## config.mk

```make
export PLATFORM = sky130hd
export DESIGN_NAME = uart_tx_buffered
export DESIGN_NICKNAME = d
export VERILOG_FILES = /design/src/rtl/uart_tx_buffered.sv
export SDC_FILE = /design/constraint.sdc
export NUM_CORES = 1
export LEC_CHECK = 0
export CORE_ASPECT_RATIO = 0.6
export CORE_MARGIN = 2
export CORE_UTILIZATION = 52
export DETAILED_ROUTE_END_ITERATION = 10
export HOLD_SLACK_MARGIN = 0.03
export PLACE_DENSITY = 0.76
export SLEW_MARGIN = 20
export SYNTH_ARGS = -nofsm -noshare
export SYNTH_HDL_FRONTEND = slang
export SYNTH_SLANG_ARGS = --single-unit
```

## constraint.sdc

```tcl
create_clock -name CLK -period 2.84 [get_ports CLK]
set_input_delay 0.426 -clock CLK [delete_from_list [all_inputs] [get_ports CLK]]
set_output_delay 0.426 -clock CLK [all_outputs]
set_load 0.1 [all_outputs]
```

## src/rtl/uart_tx_buffered.sv

```systemverilog
// uart_tx_buffered: FIFO-buffered UART transmitter with a runtime-configurable frame.
// Frames (start / data LSB first / optional parity / 1-2 stop) go out back-to-back while words are queued.
module uart_tx_buffered #(
    parameter int unsigned DATA_WIDTH = 8,
    parameter int unsigned FIFO_DEPTH = 4,
    parameter int unsigned PRESCALE_W = 16
) (
    input  logic                        CLK,
    input  logic                        RST,
    input  logic [DATA_WIDTH-1:0]       P_DATA,
    input  logic                        DATA_VALID,
    output logic                        DATA_READY,
    input  logic                        PAR_EN,
    input  logic                        PAR_TYP,
    input  logic                        STOP2,
    input  logic [PRESCALE_W-1:0]       PRESCALE,
    output logic                        TX_OUT,
    output logic                        Busy,
    output logic [$clog2(FIFO_DEPTH):0] FIFO_LEVEL
);
    localparam int unsigned PW = $clog2(FIFO_DEPTH);
    localparam int unsigned LW = PW + 1;
    localparam int unsigned BW = (DATA_WIDTH > 1) ? $clog2(DATA_WIDTH) : 1;

    typedef enum logic [2:0] {IDLE, START, DATA, PARITY, STOP} state_t;

    state_t                state;
    logic [DATA_WIDTH-1:0] mem [FIFO_DEPTH];
    logic [PW-1:0]         wr_ptr;
    logic [PW-1:0]         rd_ptr;
    logic [LW-1:0]         level;
    logic [DATA_WIDTH-1:0] head;
    logic [DATA_WIDTH-1:0] shift_reg;
    logic [BW-1:0]         bit_cnt;
    logic [PRESCALE_W-1:0] baud_cnt;
    logic [PRESCALE_W-1:0] presc_l;
    logic                  par_en_l;
    logic                  stop2_l;
    logic                  par_bit_l;
    logic                  stop_cnt;
    logic                  push;
    logic                  pop;
    logic                  bit_end;
    logic                  fifo_empty;

    assign fifo_empty = (level == '0);
    assign DATA_READY = (level != LW'(FIFO_DEPTH));
    assign FIFO_LEVEL = level;
    assign head       = mem[rd_ptr];
    assign bit_end    = (baud_cnt == presc_l);
    assign push       = DATA_VALID && DATA_READY;

    // Pop is decoded once here so the FIFO pointers and the FSM load agree on the same edge.
    always_comb begin
        pop = 1'b0;
        if (!fifo_empty) begin
            if (state == IDLE)
                pop = 1'b1;
            else if ((state == STOP) && bit_end && (stop_cnt || !stop2_l))
                pop = 1'b1;
        end
    end

    always_ff @(posedge CLK) begin
        if (push)
            mem[wr_ptr] <= P_DATA;
    end

    always_ff @(posedge CLK or negedge RST) begin
        if (!RST) begin
            wr_ptr <= '0;
            rd_ptr <= '0;
            level  <= '0;
        end else begin
            if (push)
                wr_ptr <= wr_ptr + 1'b1;
            if (pop)
                rd_ptr <= rd_ptr + 1'b1;
            case ({push, pop})
                2'b10:   level <= level + 1'b1;
                2'b01:   level <= level - 1'b1;
                default: level <= level;
            endcase
        end
    end

    always_ff @(posedge CLK or negedge RST) begin
        if (!RST) begin
            state     <= IDLE;
            TX_OUT    <= 1'b1;
            Busy      <= 1'b0;
            shift_reg <= '0;
            bit_cnt   <= '0;
            baud_cnt  <= '0;
            presc_l   <= '0;
            par_en_l  <= 1'b0;
            stop2_l   <= 1'b0;
            par_bit_l <= 1'b0;
            stop_cnt  <= 1'b0;
        end else if (pop) begin
            shift_reg <= head;
            presc_l   <= PRESCALE;
            par_en_l  <= PAR_EN;
            stop2_l   <= STOP2;
            par_bit_l <= PAR_TYP ? ~^head : ^head;
            state     <= START;
            TX_OUT    <= 1'b0;
            Busy      <= 1'b1;
            baud_cnt  <= '0;
        end else begin
            case (state)
                IDLE: begin
                    TX_OUT <= 1'b1;
                    Busy   <= 1'b0;
                end
                START: begin
                    if (bit_end) begin
                        state    <= DATA;
                        TX_OUT   <= shift_reg[0];
                        bit_cnt  <= '0;
                        baud_cnt <= '0;
                    end else begin
                        baud_cnt <= baud_cnt + 1'b1;
                    end
                end
                DATA: begin
                    if (bit_end) begin
                        baud_cnt <= '0;
                        if (bit_cnt == BW'(DATA_WIDTH - 1)) begin
                            if (par_en_l) begin
                                state  <= PARITY;
                                TX_OUT <= par_bit_l;
                            end else begin
                                state    <= STOP;
                                TX_OUT   <= 1'b1;
                                stop_cnt <= 1'b0;
                            end
                        end else begin
                            bit_cnt   <= bit_cnt + 1'b1;
                            shift_reg <= shift_reg >> 1;
                            TX_OUT    <= shift_reg[1];
                        end
                    end else begin
                        baud_cnt <= baud_cnt + 1'b1;
                    end
                end
                PARITY: begin
                    if (bit_end) begin
                        state    <= STOP;
                        TX_OUT   <= 1'b1;
                        stop_cnt <= 1'b0;
                        baud_cnt <= '0;
                    end else begin
                        baud_cnt <= baud_cnt + 1'b1;
                    end
                end
                STOP: begin
                    if (bit_end) begin
                        baud_cnt <= '0;
                        if (stop2_l && !stop_cnt) begin
                            stop_cnt <= 1'b1;
                        end else begin
                            state  <= IDLE;
                            TX_OUT <= 1'b1;
                            Busy   <= 1'b0;
                        end
                    end else begin
                        baud_cnt <= baud_cnt + 1'b1;
                    end
                end
                default: begin
                    state  <= IDLE;
                    TX_OUT <= 1'b1;
                    Busy   <= 1'b0;
                end
            endcase
        end
    end
endmodule
```

==> results.json <==
{
  "slew_violations": 0,
  "relSlewSlack_pct": 49.25,
  "leakagePower_uw": 0.002010,
  "synthXorXnorAreaFrac_pct": 9.406,
  "crit_arrival_ps": 2920,
  "ios": 36,
  "grt_max_degree": 60,
  "grt_usage_pct": 20.15,
  "fin_skew_ps": 6.386,
  "max_freq_mhz": 375.3,
  "ant_nets": 0,
  "synth_compound_area_share_pct": 5.585,
  "top_regs": "mem (32), baud_cnt (16), presc_l (16)",
  "maxCapViolations": 0,
  "dp_hpwl_um": 5765,
  "powerDensity_mw_per_mm2": 736.6,
  "clk_latency_ps": 340,
  "place.gp.congestion": 0.8792,
  "grt_pass1_vias": 2602,
  "core_area_mm2": 0.007914,
  "cp-end-kind": "register",
  "synthCells": 333,
  "drc_errors": 0,
  "cp_max_fo": 4,
  "cp_data_required_time_ps": 3100,
  "worstSetupPathType": "reg -> reg",
  "portBuffers": 35,
  "synth_cell_type_count": 54,
  "seq_area_mm2": 0.002441,
  "yosysMostFrequentCell": "dfrtp_1",
  "multi_input_area_mm2": 0.001712,
  "ys_seq_area_share_pct": 57.29,
  "dp_cells": 471,
  "ys_warn_count": 0,
  "clk_path_buf_depth": 2,
  "grt-ovfl-total": 0,
  "yosys.area_share.simple_pct": 10.79,
  "net-switching-power_uw": 1201,
  "grt_pass1_wl_um": 13320,
  "synth_nets": 372,
  "synth-async-reset-ratio_pct": 64.84,
  "startpoint_type": "register",
  "hold_viol_final": 0,
  "ir_drop_uv": 440.8,
  "rows": 25,
  "post_cts_buffers": 0,
  "cts.clk_slew.worst_paths_ps": 60,
  "synth_common_cells": "dfrtp_1 (58), edfxtp_1 (32), xor2_1 (26), nor2_1 (25), nand3_1 (21)",
  "syn_area_mm2": 0.004257,
  "synth-seq-cells": 91,
  "fp.dieW_um": 120.8,
  "top_register": "mem",
  "vias": 2644,
  "p_int_uw": 2491,
  "areaGrowthSynthToFinish_pct": 17.75,
  "layout-drive-gt1-share_pct": 13.19,
  "cts_made_buffers": 9,
  "start_util_pct": 53.79,
  "p_clk_share_pct": 30.0,
  "cts_root_buf": "clkbuf_16",
  "firstDrtPassIters": 4,
  "synth_edf_count": 32,
  "post_cts_resized": 0,
  "wire_per_inst_um": 16.82,
  "ys.flop_type": "dfrtp_1",
  "tns_ps": 0,
  "htree_levels": 3,
  "synth_top_area_share_pct": 34.10,
  "synth_area_per_cell_um2": 12.78,
  "antennaDiodeCount": 0,
  "largest_reg_flops": 32,
  "die_h_um": 74.08,
  "synthMuxAreaShare_pct": 11.17,
  "rsz0062_at_grt": "false",
  "cts_tree": "done",
  "combinationalPowerShare_pct": 23.6,
  "drt_iter0_drc": 245,
  "status": "finished clean",
  "dieArea_mm2": 0.008949,
  "min_period_over_period_pct": 93.81,
  "setup_viol": 0,
  "seq_power_share_pct": 46.4,
  "holdBufCountCts": 0,
  "viasPerCell": 5.429,
  "cts.sinks": 91,
  "fill_cells": 608,
  "hold_class": "in -> async",
  "swShare_pct": 32.52,
  "synth_area_leader_cell": "dfrtp_1",
  "tightest_slew_ps": 761.2,
  "synth_top_family_by_area": "multiplexers",
  "nets": 413,
  "finalNonFillerCells": 487,
  "yosys-top-cells-area": "dfrtp_1 (34%), edfxtp_1 (23%), xor2_1 (5.3%), mux2_1 (4.5%), xnor2_1 (3.3%)",
  "finalCriticalPeriod_ps": 2664,
  "antenna_found_initial": 0,
  "routed_wl_um": 8193,
  "yosys.area_share.adder_pct": 2.822
}
power groups by stage:
stage | Sequential [µW] | Combinational, µW | Clock (µW)
floorplan | 1860 | 485 | 0
global placement | 1720 | 862 | 0
detailed placement | 1740 | 876 | 0
CTS | 1710 | 879 | 1130
global route | 1730 | 946 | 1190
finish | 1710 | 871 | 1110
area by class of cell:
cell class,instances,share of cell area [%]
Timing Repair Buffer,44,7.938
Inverter,13,0.9735
Clock inverter,7,1.048
Clock buffer,9,4.493
Tap cell,108,2.696
Sequential cell,91,48.70
Multi-Input combinational cell,215,34.15
path summary, 6_finish.rpt:
path	from	to	slack [ps]	cells after the start
max	baud_cnt[12]	FIFO_LEVEL[2]	180	12
min	RST	wr_ptr[1]	220	2
max reg2reg	baud_cnt[12]	FIFO_LEVEL[2]	180	12
min reg2reg	TX_OUT	TX_OUT	470	2
max in group asynchronous	RST	FIFO_LEVEL[2]	2080	2
min in group CLK	TX_OUT	TX_OUT	470	2
cell usage in the layout (no fill, tap or decap), types with 2 or more instances in the layout:
| master | n |
|---|---|
| a21oi_1 | 5 |
| nand4_1 | 3 |
| o21ai_1 | 9 |
| xnor2_2 | 2 |
| a22o_1 | 2 |
| xnor2_1 | 16 |
| clkbuf_16 | 9 |
| inv_1 | 12 |
| a31oi_1 | 2 |
| edfxtp_1 | 32 |
| mux4_2 | 6 |
| nor4_1 | 3 |
| nand2_1 | 14 |
| xor2_1 | 26 |
| dfrtp_1 | 56 |
| mux4_1 | 2 |
| nor2b_1 | 2 |
| mux2i_1 | 7 |
| o21ai_0 | 4 |
| ha_1 | 8 |
| clkinvlp_4 | 2 |
| and3_1 | 5 |
| o31ai_1 | 2 |
| nor2_1 | 25 |
| a211oi_1 | 2 |
| nand2b_1 | 3 |
| nor3_1 | 6 |
| mux2_1 | 17 |
| and4_1 | 2 |
| nand3_1 | 20 |
| dfrtp_2 | 2 |
| buf_4 | 15 |
| nand3b_1 | 2 |
| clkdlybuf4s50_1 | 28 |
cell families (layout without fill, tap and decap cells):
kind of cell | after synthesis | count (layout)
simple gates | 92 | 92
flops | 91 | 91
xor+xnor | 44 | 44
compound gates | 36 | 36
mux | 34 | 34
buf+inv | 27 | 73
fa+ha+maj | 9 | 9
through the flow:
stage               total power [µW]  area (µm²)  hold slack [ps]  worst slack, ps  util [%]
floorplan                       2350        4272            130.4            10.58         -
detailed placement              2613        4728            464.1            79.61     59.75
global route                    3862        5012            279.1            18.07     63.34
global placement                2585        4728            461.2            227.9     59.75
CTS                             3722        5006            247.6            65.86     63.26
finish                          3692        5012            217.0            175.8     63.34
worst max-delay path, stage by stage, from the launching register on:
cell     delay, ps
dfrtp_1        430
xor2_1         170
nor4_2         350
nand4_1        190
o21ai_1        210
nand2_1        130
inv_2           80
ha_1           170
inv_1           60
fa_1           370
xor2_1         150
nor2_1         110
xor2_1         170
per-layer routing:
metal	wire length [µm]	global-route usage (%)
met1	4200	30.39
met5	0	0
met3	528	7.055
met4	54	5.814
met2	3410	27.68
(Power assumes the default switching activity.)
